`config.mk`:
```
export PLATFORM = sky130hd
export DESIGN_NAME = coefficient_serializer_flat
export DESIGN_NICKNAME = d
export VERILOG_FILES = /design/src/rtl/coefficient_serializer_if.sv /design/src/rtl/coefficient_serializer.sv /design/src/flat_wrapper.sv
export SDC_FILE = /design/constraint.sdc
export NUM_CORES = 1
export LEC_CHECK = 0
export CAP_MARGIN = 20
export CORE_MARGIN = 2
export CORE_UTILIZATION = 45
export CTS_CLUSTER_DIAMETER = 80
export DETAILED_ROUTE_END_ITERATION = 8
export PLACE_DENSITY = 0.72
export SYNTH_ARGS = -nofsm -noshare
export SYNTH_HDL_FRONTEND = slang
export SYNTH_SLANG_ARGS = --single-unit
export TNS_END_PERCENT = 50
```
`constraint.sdc`:
```
create_clock -name clk -period 106.3 [get_ports clk]
set_clock_uncertainty 0.2 [all_clocks]
set_input_delay 31.89 -clock clk [delete_from_list [all_inputs] [get_ports clk]]
set_output_delay 31.89 -clock clk [all_outputs]
set_load 0.02 [all_outputs]
```
`src/rtl/coefficient_serializer_if.sv`:
```
// coefficient_serializer_if
//   Block-in / bit-out bundle for the coefficient serializer.
//   master: producer side. It drives s_valid and data_in and observes the serial outputs.
//   slave : serializer side. It accepts the block and drives s_ready, bit_output,
//           is_new_bit and block_done.
//   data_in carries TABLE_SIZE coefficients in natural order.
//   Element i sits at bits [COEFF_WIDTH*i +: COEFF_WIDTH].
interface coefficient_serializer_if #(
    parameter int TABLE_SIZE  = 64,
    parameter int COEFF_WIDTH = 8
);
    logic                              s_valid;
    logic [TABLE_SIZE*COEFF_WIDTH-1:0] data_in;
    logic                              s_ready;
    logic                              bit_output;
    logic                              is_new_bit;
    logic                              block_done;

    modport master (
        output s_valid, data_in,
        input  s_ready, bit_output, is_new_bit, block_done
    );

    modport slave (
        input  s_valid, data_in,
        output s_ready, bit_output, is_new_bit, block_done
    );
endinterface

```
`src/rtl/coefficient_serializer.sv`:
```
// coefficient_serializer
//   Takes one 8x8 block of quantized coefficients and scans it in JPEG zig-zag order.
//   It run-length codes the block into 12-bit (run[3:0], coeff[7:0]) symbols.
//   Symbols are shifted out MSB first, one bit per cycle.
//   ZRL (run 15, coeff 0) stands for 16 zeros. EOB (0, 0) always closes the block.
// Ports
//   clk  : clock
//   rst  : synchronous, active-high reset; aborts any block in flight
//   bus  : slave side of coefficient_serializer_if
//          s_valid/s_ready handshake; block accepted only while idle
//          bit_output/is_new_bit carry the serial stream (registered)
//          block_done pulses with the last bit of EOB (registered)
module coefficient_serializer #(
    parameter int TABLE_SIZE  = 64,
    parameter int COEFF_WIDTH = 8,
    parameter int RUN_WIDTH   = 4
) (
    input  logic                      clk,
    input  logic                      rst,
    coefficient_serializer_if.slave   bus
);

    localparam int SYM_W = RUN_WIDTH + COEFF_WIDTH;

    // Zig-zag position -> natural (row*8+col) index.
    localparam logic [5:0] ZZ [64] = '{
         0,  1,  8, 16,  9,  2,  3, 10, 17, 24, 32, 25, 18, 11,  4,  5,
        12, 19, 26, 33, 40, 48, 41, 34, 27, 20, 13,  6,  7, 14, 21, 28,
        35, 42, 49, 56, 57, 50, 43, 36, 29, 22, 15, 23, 30, 37, 44, 51,
        58, 59, 52, 45, 38, 31, 39, 46, 53, 60, 61, 54, 47, 55, 62, 63
    };

    localparam logic [SYM_W-1:0] SYM_EOB = '0;
    localparam logic [SYM_W-1:0] SYM_ZRL = {{RUN_WIDTH{1'b1}}, {COEFF_WIDTH{1'b0}}};

    typedef enum logic [1:0] {
        IDLE,
        SCAN,
        SHIFT
    } state_t;

    state_t                 state_q, state_d;
    logic [6:0]             pos_q, pos_d;
    logic [RUN_WIDTH-1:0]   run_q, run_d;
    logic [SYM_W-1:0]       shreg_q, shreg_d;
    logic [3:0]             cnt_q, cnt_d;
    logic                   final_q, final_d;
    logic                   bit_q, bit_d;
    logic                   new_q, new_d;
    logic                   done_q, done_d;

    logic [COEFF_WIDTH-1:0] blk_in  [TABLE_SIZE];
    logic [COEFF_WIDTH-1:0] block_q [TABLE_SIZE];
    logic [5:0]             last_nz_c, last_nz_q;
    logic                   any_nz_c, any_nz_q;
    logic                   accept;
    logic [COEFF_WIDTH-1:0] cur_coeff;

    assign accept         = (state_q == IDLE) && bus.s_valid;
    assign bus.s_ready    = (state_q == IDLE);
    assign bus.bit_output = bit_q;
    assign bus.is_new_bit = new_q;
    assign bus.block_done = done_q;

    // Unpack the flat input bus into per-coefficient entries.
    always_comb begin
        for (int unsigned i = 0; i < TABLE_SIZE; i++) begin
            blk_in[i] = bus.data_in[i*COEFF_WIDTH +: COEFF_WIDTH];
        end
    end

    // Highest zig-zag position holding a nonzero value. It is computed on the
    // incoming block so that it can be registered together with the data.
    always_comb begin
        last_nz_c = '0;
        any_nz_c  = 1'b0;
        for (int unsigned k = 0; k < TABLE_SIZE; k++) begin
            if (blk_in[ZZ[k]] != '0) begin
                last_nz_c = 6'(k);
                any_nz_c  = 1'b1;
            end
        end
    end

    always_ff @(posedge clk) begin
        if (accept && !rst) begin
            block_q   <= blk_in;
            last_nz_q <= last_nz_c;
            any_nz_q  <= any_nz_c;
        end
    end

    assign cur_coeff = block_q[ZZ[pos_q[5:0]]];

    always_comb begin
        logic             load;
        logic [SYM_W-1:0] sym;
        logic             sym_final;

        state_d   = state_q;
        pos_d     = pos_q;
        run_d     = run_q;
        shreg_d   = shreg_q;
        cnt_d     = cnt_q;
        final_d   = final_q;
        bit_d     = 1'b0;
        new_d     = 1'b0;
        done_d    = 1'b0;
        load      = 1'b0;
        sym       = '0;
        sym_final = 1'b0;

        case (state_q)
            IDLE: begin
                if (bus.s_valid) begin
                    state_d = SCAN;
                    pos_d   = '0;
                    run_d   = '0;
                end
            end

            SCAN: begin
                if (!any_nz_q || (pos_q > {1'b0, last_nz_q}) || (pos_q == 7'd64)) begin
                    load      = 1'b1;
                    sym       = SYM_EOB;
                    sym_final = 1'b1;
                end else if (cur_coeff != '0) begin
                    load  = 1'b1;
                    sym   = {run_q, cur_coeff};
                    run_d = '0;
                    pos_d = pos_q + 7'd1;
                end else if (run_q == '1) begin
                    load  = 1'b1;
                    sym   = SYM_ZRL;
                    run_d = '0;
                    pos_d = pos_q + 7'd1;
                end else begin
                    run_d = run_q + 1'b1;
                    pos_d = pos_q + 7'd1;
                end
            end

            SHIFT: begin
                // The first bit left at load time. cnt counts the bits still to send.
                if (cnt_q != '0) begin
                    bit_d   = shreg_q[SYM_W-1];
                    shreg_d = shreg_q << 1;
                    new_d   = 1'b1;
                    cnt_d   = cnt_q - 4'd1;
                    done_d  = final_q && (cnt_q == 4'd1);
                end else begin
                    state_d = final_q ? IDLE : SCAN;
                end
            end

            default: state_d = IDLE;
        endcase

        if (load) begin
            state_d = SHIFT;
            bit_d   = sym[SYM_W-1];
            shreg_d = sym << 1;
            new_d   = 1'b1;
            cnt_d   = 4'(SYM_W - 1);
            final_d = sym_final;
        end
    end

    always_ff @(posedge clk) begin
        if (rst) begin
            state_q <= IDLE;
            pos_q   <= '0;
            run_q   <= '0;
            shreg_q <= '0;
            cnt_q   <= '0;
            final_q <= 1'b0;
            bit_q   <= 1'b0;
            new_q   <= 1'b0;
            done_q  <= 1'b0;
        end else begin
            state_q <= state_d;
            pos_q   <= pos_d;
            run_q   <= run_d;
            shreg_q <= shreg_d;
            cnt_q   <= cnt_d;
            final_q <= final_d;
            bit_q   <= bit_d;
            new_q   <= new_d;
            done_q  <= done_d;
        end
    end

endmodule

```
`src/flat_wrapper.sv`:
```
// flat-port wrapper written by rule: the top's interface ports become plain ports
module coefficient_serializer_flat 
#(
    parameter int TABLE_SIZE  = 64,
    parameter int COEFF_WIDTH = 8,
    parameter int RUN_WIDTH   = 4
)
  (clk, rst, bus_s_valid, bus_data_in, bus_s_ready, bus_bit_output, bus_is_new_bit, bus_block_done);
  coefficient_serializer_if #(.TABLE_SIZE(TABLE_SIZE), .COEFF_WIDTH(COEFF_WIDTH)) bus_i ();
  input  logic clk;
  input  logic rst;
  input wire logic [$bits(bus_i.s_valid)-1:0] bus_s_valid;
  input wire logic [$bits(bus_i.data_in)-1:0] bus_data_in;
  output wire logic [$bits(bus_i.s_ready)-1:0] bus_s_ready;
  output wire logic [$bits(bus_i.bit_output)-1:0] bus_bit_output;
  output wire logic [$bits(bus_i.is_new_bit)-1:0] bus_is_new_bit;
  output wire logic [$bits(bus_i.block_done)-1:0] bus_block_done;
  assign bus_i.s_valid = bus_s_valid;
  assign bus_i.data_in = bus_data_in;
  assign bus_s_ready = bus_i.s_ready;
  assign bus_bit_output = bus_i.bit_output;
  assign bus_is_new_bit = bus_i.is_new_bit;
  assign bus_block_done = bus_i.block_done;
  coefficient_serializer #(.TABLE_SIZE(TABLE_SIZE), .COEFF_WIDTH(COEFF_WIDTH), .RUN_WIDTH(RUN_WIDTH)) u_core (.clk(clk), .rst(rst), .bus(bus_i));
endmodule
```
==> results_dict.tcl, run 1 <==
set metrics [dict create \
    core_um2 55300 \
    muxShareOfSynthArea_pct 14.8 \
    min_from "u_core.shreg_q[7]" \
    cts-resized-gates 0 \
    final_common_cell "edfxtp_1" \
    nets 2784 \
    relSlewSlack_pct 19.0 \
    p_per_area_nw_per_um2 16.5 \
    synth_cells 1724 \
    synth_seq_cells 551 \
    avgSynthCellArea_um2 14.7 \
    min_to "u_core.shreg_q[7]" \
    yosysTopAreaCell "edfxtp_1" \
    synth_top_area_share_pct 61.7 \
    clkTransAtPathRegs_ns 0.06 \
    power_frac_comb_pct 13.1 \
    hp-class "reg -> reg" \
    async_flop_share_pct 0 \
    leakagePower_nw 10.3 \
    worst_pin_slew_ns 1.22 \
    cts_inserted_buffers 58 \
    power.switching_uw 128 \
    grt_first_pass_wirelength_mm 118 \
    max_freq_ghz 0.0284 \
    die-area_um2 58100 \
    drv_cap 0 \
    setup_tns_ns 0 \
    cp-start-kind "input pin" \
    hold_viol 0 \
    period_minus_slack_ns 35.18 \
    grt.total_usage_pct 28.3 \
    synthFlopType "edfxtp_1" \
    ant_nets 0 \
    final_max_slew_viol_count 0 \
    clkSinkCount 551 \
    first_iter_violations 1600 \
    drive_gt1_share_pct 7.33 \
    initial_core_util_pct 45.7 \
    synth.area.top_cells "edfxtp_1, mux2i_1, dfxtp_1" \
    ys_warn_count 0 \
    synthAdderAreaFrac_pct 1.14 \
    post-route-period-util_pct 33.1 \
    fin_util_pct 59.5 \
    antenna_found_initial 14 \
    clockRootBuffer "clkbuf_16" \
    holdBufCountCts 0 \
    n_fill_cell 4397 \
    htreeDepth 2 \
    grt_setup_unrepaired "no" \
    p_sw_share_pct 23.7 \
    rr_endpoint "u_core.shreg_q[9]" \
    ff2ff_path_depth 17 \
    synthSimpleGateAreaFrac_pct 9.27 \
    clk_path_buf_depth 3 \
    synth_nets 2262 \
    path_max_fanout 3 \
    grt_max_degree 209 \
    power_frac_seq_pct 48.0 \
    layout_common_cells "edfxtp_1, clkdlybuf4s50_1, mux2i_1" \
    clk_latency_ns 0.63 \
    arrival_ns 35.35 \
    seq_area_frac_synth_pct 64.2 \
    synth-xor-area-share_pct 0.139 \
    ir_drop_uv 14.2 \
    p_clk_share_pct 38.9 \
    ios 519 \
    syn-cell-area_um2 25300 \
    path_class "in -> reg" \
    synth_cell_types 72 \
    required_ns 106.46 \
    io_buffers 518 \
    vias 17639 \
    first_pass_iters 5 \
    routed_via_density 5.78 \
    synth_compound_area_share_pct 7.40 \
    rows 86 \
    overflow 0 \
    dieWidth_um 241 \
    status "finished clean" \
    crit_path_end_kind "flop" \
    ff2ff_setup_slack_ns 98.63 \
    syn_to_final_growth_pct 30.4 \
    finalSetupViolCount 0 \
    synth_edf_count 519 \
    drc 0 \
    gp_congestion 0.949 \
    cts_tree "yes" \
    post-cts-setup-buffers 0 \
    grt_pass1_vias 18064 \
    r2r_start "u_core.pos_q[0]" \
    p_int_uw 414 \
    hold-path-cell-count 2 \
    synth_top_family_by_area "multiplexers" \
    dp_hpwl_mm 64.6 \
    detail_route.wl_per_cell_um 27.3 \
    die_h_um 241 \
    totalWireLength_mm 83.4 \
]
-- cells in the mapped netlist (all sizes together), types with 2 or more instances --
cell	number
o31ai	17
o211a	16
a211oi	60
nand3	25
nor4	101
nand4	15
mux4	7
o22ai	4
a211o	5
dfxtp	32
xnor2	3
o211ai	8
or4	42
or3	6
a2bb2o	15
inv	26
mux2	40
o21ai	30
and3	3
nand2b	9
a22oi	4
o31a	2
o311ai	3
nor3	12
o32ai	2
and2	7
nor2b	34
a41oi	4
nor3b	4
a21oi	40
clkbuf	11
a221oi	7
a31oi	14
nor4b	3
a21o	2
edfxtp	519
mux2i	314
o21bai	3
buf	68
nand2	101
nand3b	2
or2	3
ha	23
nor2	62
a21boi	3
-- per-layer routing --
metal	share of wire, %	track usage [%]
met5	0.096	0
met3	6.9	5.41
met4	3.3	9.43
met1	39	34.8
met2	51	50.0
-- per-stage QoR --
step	total power, mW	setup slack, ns	cells	area, µm²	hold WS, ns
final	0.542	71.12	3051	32900	0.257
after global routing	0.558	70.85	3048	32900	0.270
after detailed placement	0.335	70.47	2933	30900	0.251
after floorplan	0.312	50.93	1724	25300	0.226
after CTS	0.544	71.14	3040	32900	0.259
after global placement	0.334	70.43	2932	30900	0.241
-- critical path, stage by stage --
cell and delay (ns):
clkdlybuf4s50_1 0.47, nor4_1 0.76, nand4_1 0.26, a31oi_1 0.29, o21bai_1 0.09, a21oi_1 0.16, o21ai_0 0.09, a211oi_1 0.25
nor4_1 0.09, o311ai_0 0.31, a41oi_1 0.15, o21ai_0 0.19, nor4b_1 0.22, o21ai_0 0.12
-- kinds of logic (layout without fill, tap and decap cells) --
group / Yosys count / after routing
flip-flops: 551 / 551
XOR/XNOR: 4 / 4
buffers and inverters: 105 / 674
other: 0 / 10
AND/OR/NAND/NOR: 432 / 432
multiplexers: 361 / 361
adder cells (fa/ha/maj): 23 / 23
AO/OA/AOI/OAI: 248 / 248
-- final cells by class --
class	count	area [µm²]	share of cell area (%)
clock inverter	37	454	1.38
tap	748	936	2.84
clock buffer	70	1510	4.57
inverter	26	97.6	0.296
multi-input combinational	1068	8310	25.2
sequential	551	16200	49.3
timing repair buffer	541	5380	16.3
antenna	10	25.0	0.0760
-- power groups by stage --
stage	Combinational [mW]	Clock, mW	Sequential [mW]
2_1_floorplan	0.0350	0	0.277
3_3_place_gp	0.0694	0	0.264
3_5_place_dp	0.0705	0	0.265
4_1_cts	0.0709	0.213	0.260
5_1_grt	0.0753	0.221	0.261
6_report	0.0710	0.211	0.260
-- worst max path at each step --
stage	endpoint	slack, ns	cells after the start	startpoint
2_1_floorplan	u_core.any_nz_q	50.93	3	rst
6_report	u_core.last_nz_q[1]	71.12	14	bus_data_in[80]
5_1_grt	u_core.last_nz_q[1]	70.85	14	bus_data_in[133]
3_3_place_gp	u_core.last_nz_q[1]	70.43	13	bus_data_in[261]
3_5_place_dp	u_core.last_nz_q[1]	70.47	14	bus_data_in[133]
4_1_cts	u_core.last_nz_q[1]	71.14	14	bus_data_in[133]
-- flip-flops by register name (all words and copies together) (netlist names), 2 cells and up --
register / cells
u_core.block_q: 512
u_core.shreg_q: 11
u_core.pos_q: 7
u_core.last_nz_q: 6
u_core.cnt_q: 4
u_core.run_q: 4
u_core.state_q: 2
No activity file was read; power rests on OpenSTA's default activity.
==> run 2, diff against run 1 <==
==> constraint.sdc (replaced) <==
create_clock -name clk -period 34.1 [get_ports clk]
set_clock_uncertainty 0.2 [all_clocks]
set_input_delay 10.23 -clock clk [delete_from_list [all_inputs] [get_ports clk]]
set_output_delay 10.23 -clock clk [all_outputs]
set_load 0.02 [all_outputs]
==> run 2 against run 1 <==
Non-clock buffer count stayed put. Critical path type unchanged. Clock-buffer cell count increased by 5. Via count grew 0.43%. Register-to-register slack got worse by 72 ns.
==> results_dict.tcl, run 2 (synthesis results as in run 1) <==
set metrics [dict create \
    ff2ff_path_depth 17 \
    max_freq_ghz 0.0735 \
    final_common_cell "edfxtp_1" \
    path_class "in -> reg" \
    ios 519 \
    worst_path_max_delay_cell "nor4_1" \
    leakagePower_nw 10.3 \
    final_max_slew_viol_count 0 \
    dp_hpwl_mm 64.4 \
    ir_drop_uv 42.9 \
    r2r_start "u_core.pos_q[0]" \
    period_minus_slack_ns 13.60 \
    critPathCapture "u_core.last_nz_q[1]" \
    p_per_area_nw_per_um2 50.5 \
    hp-class "reg -> reg" \
    cts_tree "yes" \
    power_frac_seq_pct 48.9 \
    rows 86 \
    p_clk_share_pct 37.8 \
    required_ns 34.28 \
    top_register "u_core.block_q" \
    post-route-period-util_pct 39.9 \
    p_int_mw 1.26 \
    htreeDepth 2 \
    die_h_um 241 \
    cp.depth 14 \
    path_buf_inv 1 \
    clkSinkCount 551 \
    holdBufCountCts 0 \
    first_iter_violations 1475 \
    post-cts-setup-buffers 0 \
    power_frac_comb_pct 13.3 \
    max_stage_delay_ns 0.80 \
    rr_endpoint "u_core.shreg_q[10]" \
    cts_inserted_buffers 57 \
    worstSetupStartpoint "bus_data_in[80]" \
    crit_path_end_kind "flop" \
    initial_core_util_pct 45.7 \
    power.switching_uw 400 \
    ff2ff_setup_slack_ns 26.45 \
    drc 0 \
    die-area_um2 58100 \
    arrival_ns 13.79 \
    ant_nets 0 \
    path_delay_family "compound AO/OA/AOI/OAI gates" \
    final_area_um2 32900 \
    n_fill_cell 4409 \
    clk_path_buf_depth 3 \
    drv_cap 0 \
    antenna_found_initial 24 \
    grt_first_pass_wirelength_mm 117 \
    layout_common_cells "edfxtp_1, clkdlybuf4s50_1, mux2i_1" \
    grt.total_usage_pct 28.2 \
    cts-resized-gates 0 \
    finalSetupViolCount 0 \
    largest_reg_flops 512 \
    clk_latency_ns 0.64 \
    worst_pin_slew_ns 1.26 \
    totalWireLength_mm 83.5 \
    gp_congestion 0.950 \
    grt_setup_unrepaired "no" \
    routed_via_density 5.79 \
    path_max_fanout 3 \
    grt_max_degree 209 \
    vias 17715 \
    hold_viol 0 \
    path_cells "clkdlybuf4s50_1 -> nor4_1 -> nand4_1 -> a31oi_1 -> o21bai_1 -> a21oi_1 -> o21ai_0 -> a211oi_1 -> nor4_1 -> o311ai_0 -> a41oi_1 -> o21ai_0 -> nor4b_1 -> o21ai_0" \
    top_regs "u_core.block_q (512), u_core.shreg_q (11), u_core.pos_q (7)" \
    io_buffers 518 \
    clkTransAtPathRegs_ns 0.07 \
    critPathMostFrequentCell "o21ai_0" \
    overflow 0 \
    clockRootBuffer "clkbuf_16" \
    status "finished clean" \
    drive_gt1_share_pct 7.20 \
    relSlewSlack_pct 16.3 \
    cp-start-kind "input pin" \
    grt_pass1_vias 17658 \
    place_area_um2 30900 \
    syn_to_final_growth_pct 30.1 \
    nets 2783 \
    p_sw_share_pct 24.1 \
    detail_route.wl_per_cell_um 27.3 \
    setup_tns_ns 0 \
    core_um2 55300 \
    dieWidth_um 241 \
    first_pass_iters 5 \
]
## run 2: cell count changes in the layout (fill, tap and decap cells not counted), sizes merged
cell      delta
clkinvlp     +3
clkbuf       +5
diode        +6
clkinv       -2
bufinv       -5
inv          -1
## run 2: power by group through the flow
| stage | logic (mW) | clock network, mW | registers [mW] |
|---|---|---|---|
| final | 0.221 | 0.627 | 0.811 |
| after global routing | 0.235 | 0.660 | 0.814 |
| after CTS | 0.221 | 0.635 | 0.811 |
| after detailed placement | 0.220 | 0 | 0.825 |
| after global placement | 0.216 | 0 | 0.823 |
| after floorplan | 0.109 | 0 | 0.863 |
## run 2: how the worst min path moves through the flow
| stage | slack, ns | depth (start not counted) | start | endpoint |
|---|---|---|---|---|
| floorplan | 0.23 | 2 | u_core.shreg_q[7] | u_core.shreg_q[7] |
| detailed placement | 0.24 | 2 | u_core.shreg_q[7] | u_core.shreg_q[7] |
| CTS | 0.25 | 2 | u_core.shreg_q[7] | u_core.shreg_q[7] |
| global placement | 0.24 | 2 | u_core.shreg_q[7] | u_core.shreg_q[7] |
| finish | 0.26 | 2 | u_core.shreg_q[7] | u_core.shreg_q[7] |
| global route | 0.29 | 2 | u_core.shreg_q[10] | u_core.shreg_q[10] |
## run 2: area by class of cell
class	instances	area, µm²	share of cell area (%)
Sequential cell	551	16200	49.4
Multi-Input combinational cell	1068	8310	25.3
Timing Repair Buffer	541	5380	16.4
Clock buffer	75	1550	4.73
Tap cell	748	936	2.85
Clock inverter	32	317	0.963
Inverter	26	97.6	0.297
Antenna cell	16	40.0	0.122
## run 2: per-layer routing
| metal | vias to the layer above | GRT usage, % | routed length (µm) |
|---|---|---|---|
| met1 | 8726 | 34.4 | 31500 |
| li1 | 7992 | - | - |
| met2 | 800 | 47.4 | 41400 |
| met4 | 18 | 14.5 | 4120 |
| met3 | 179 | 5.97 | 6410 |
| met5 | - | 0 | 111 |
## run 2: stage by stage
stage               cells  power [mW]  worst slack, ns  hold WS, ns  utilization [%]
floorplan            1724       0.972            0.389        0.226                -
CTS                  3040        1.67            20.55        0.253             59.3
detailed placement   2933        1.04            19.88        0.244             55.9
global route         3056        1.71            20.24        0.291             59.4
global placement     2932        1.04            19.89        0.242             55.9
finish               3057        1.66            20.50        0.256             59.4
## run 2: tightest hold or removal path, cell delays in order (launching register included)
cell and delay (ns):
dfxtp_1 0.30, inv_1 0.05, a211oi_1 0.05
==> run 3, diff against run 2 <==
--- a/config.mk
+++ b/config.mk
@@ -10,7 +10,7 @@
 export CORE_UTILIZATION = 45
 export CTS_CLUSTER_DIAMETER = 80
 export DETAILED_ROUTE_END_ITERATION = 8
-export PLACE_DENSITY = 0.72
+export PLACE_DENSITY = 0.74
 export SYNTH_ARGS = -nofsm -noshare
 export SYNTH_HDL_FRONTEND = slang
 export SYNTH_SLANG_ARGS = --single-unit
==> constraint.sdc (replaced) <==
create_clock -name clk -period 11.6 [get_ports clk]
set_clock_uncertainty 0.2 [all_clocks]
set_input_delay 3.48 -clock clk [delete_from_list [all_inputs] [get_ports clk]]
set_output_delay 3.48 -clock clk [all_outputs]
set_load 0.02 [all_outputs]
==> run 3 against run 2 <==
Sequential power rose to 2.9 times the previous value. Final cell count is essentially flat. Register-to-register slack worse by 22 ns. Total power rose to 3.0 times the previous value. Critical path depth up 3. Combinational power rose to 2.9 times the previous value. Global-route usage is 0.10 points higher. First-iteration DRC count is 3.7% higher. Sequential share of layout area down 0.29 points. Via count fell by 0.55%. Largest cell class unchanged.
==> results_dict.tcl, run 3 (synthesis results as in run 1) <==
set metrics [dict create \
    status "finished clean" \
    post-cts-setup-buffers 0 \
    ir_drop_uv 126 \
    p_per_area_nw_per_um2 152 \
    top_register "u_core.block_q" \
    grt_pass1_vias 17708 \
    path_buf_inv 3 \
    top_regs "u_core.block_q (512), u_core.shreg_q (11), u_core.pos_q (7)" \
    die-area_um2 58100 \
    grt.total_usage_pct 28.3 \
    post-route-period-util_pct 63.2 \
    clockRootBuffer "clkbuf_16" \
    largest_reg_flops 512 \
    ant_nets 0 \
    grt_use_met1_pct 34.4 \
    gr-max-usage-layer "met2" \
    ios 519 \
    dp_hpwl_mm 64.9 \
    vias 17618 \
    holdBufCountCts 0 \
    first_iter_violations 1530 \
    totalWireLength_mm 84.0 \
    critPathMostFrequentCell "buf_4" \
    htreeDepth 2 \
    leakagePower_nw 10.4 \
    clkTransAtPathRegs_ns 0.06 \
    first_pass_iters 5 \
    nets 2786 \
    gp_congestion 0.916 \
    required_ns 11.88 \
    core_um2 55300 \
    crit_path_end_kind "flop" \
    syn_to_final_growth_pct 30.9 \
    worstSetupStartpoint "u_core.pos_q[0]" \
    cts-resized-gates 0 \
    antenna_found_initial 19 \
    max_freq_ghz 0.136 \
    hold_viol 0 \
    grt_max_degree 197 \
    met2_usage_pct 49.8 \
    cts_inserted_buffers 59 \
    hp-class "reg -> reg" \
    drc 0 \
    path_class "reg -> reg" \
    fin_ws_ns 4.27 \
    max_stage_delay_ns 0.79 \
    path_max_fanout 55 \
    finalSetupViolCount 0 \
    clk_latency_ns 0.63 \
    rows 86 \
    cts_tree "yes" \
    setup_tns_ns 0 \
    routed_via_density 5.77 \
    pre_cts_slack_ns 4.05 \
    cp-start-kind "flop" \
    arrival_ns 7.61 \
    worst_path_max_delay_cell "buf_4" \
    dieWidth_um 241 \
    final_max_slew_viol_count 0 \
    path_delay_family "compound AO/OA/AOI/OAI gates" \
    die_h_um 241 \
    drv_cap 0 \
    relSlewSlack_pct 23.7 \
    path_cells "inv_1 -> ha_1 -> nor2_1 -> a21oi_1 -> o211ai_1 -> a32oi_4 -> buf_4 -> buf_4 -> mux2i_1 -> mux2_2 -> a2bb2o_1 -> o31ai_1 -> nand4_1 -> nor4_4 -> a31o_2 -> and2_1 -> a221oi_1" \
    worst_pin_slew_ns 1.14 \
    r2r_start "u_core.pos_q[0]" \
    final_common_cell "edfxtp_1" \
    n_fill_cell 4394 \
    period_minus_slack_ns 7.33 \
    layout_common_cells "edfxtp_1, clkdlybuf4s50_1, mux2i_1" \
    clk_path_buf_depth 3 \
    grt_setup_unrepaired "no" \
    io_buffers 518 \
    overflow 0 \
    use_met3_pct 5.39 \
    initial_core_util_pct 45.7 \
    min_from "u_core.shreg_q[11]" \
    grt_first_pass_wirelength_mm 118 \
    clkSinkCount 551 \
    detail_route.wl_per_cell_um 27.5 \
    drive_gt1_share_pct 7.62 \
]
==> run 3: cell count changes in the layout (fill, tap and decap cells not counted), sizes merged <==
cell	delta
clkbuf	-4
diode	-5
bufinv	+5
inv	-1
clkinv	+3
buf	+1
==> run 3: through the flow <==
stage                     hold slack, ns  std cells  power (mW)  instance area [µm²]  util [%]
final                              0.262       3056        5.03                33100      59.8
after global routing               0.288       3054        5.18                33100      59.8
after CTS                          0.260       3045        5.05                33000      59.7
after detailed placement           0.251       2935        3.07                31000      56.0
after global placement             0.243       2933        3.06                31000      56.0
after floorplan                    0.226       1724        2.77                25300         -
==> run 3: final cells by class <==
type / instances / area, µm² / share of cell area (%)
flip-flops and latches: 551 / 16200 / 49.1
multi-input cells: 1068 / 8310 / 25.1
repair buffers: 542 / 5400 / 16.3
clock buffers: 71 / 1560 / 4.73
well taps: 748 / 936 / 2.83
clock inverters: 39 / 499 / 1.51
inverters: 26 / 97.6 / 0.295
diodes: 11 / 27.5 / 0.0833
==> run 3: final timing paths <==
path                        end  slack [ns]  cells after the start
min          u_core.shreg_q[11]        0.26                      2
min reg2reg  u_core.shreg_q[11]        0.26                      2
max           u_core.shreg_q[8]        4.27                     17
max reg2reg   u_core.shreg_q[8]        4.27                     17
==> run 3: per-layer routing <==
metal	part of all wire (%)	vias to the layer above
met4	3.7	20
met1	38	8711
met2	51	763
met5	0.17	-
li1	-	7984
met3	7.1	140
==> run 3: worst min-delay path, stage by stage (launching register included) <==
cell	delay, ns
dfxtp_1	0.31
inv_1	0.06
a221oi_2	0.05
==> run 3: report_power, final <==
group          total (mW)  switching [mW]  internal [mW]
clock                2.00           0.809           1.19
combinational       0.651           0.349          0.302
sequential           2.39          0.0443           2.34
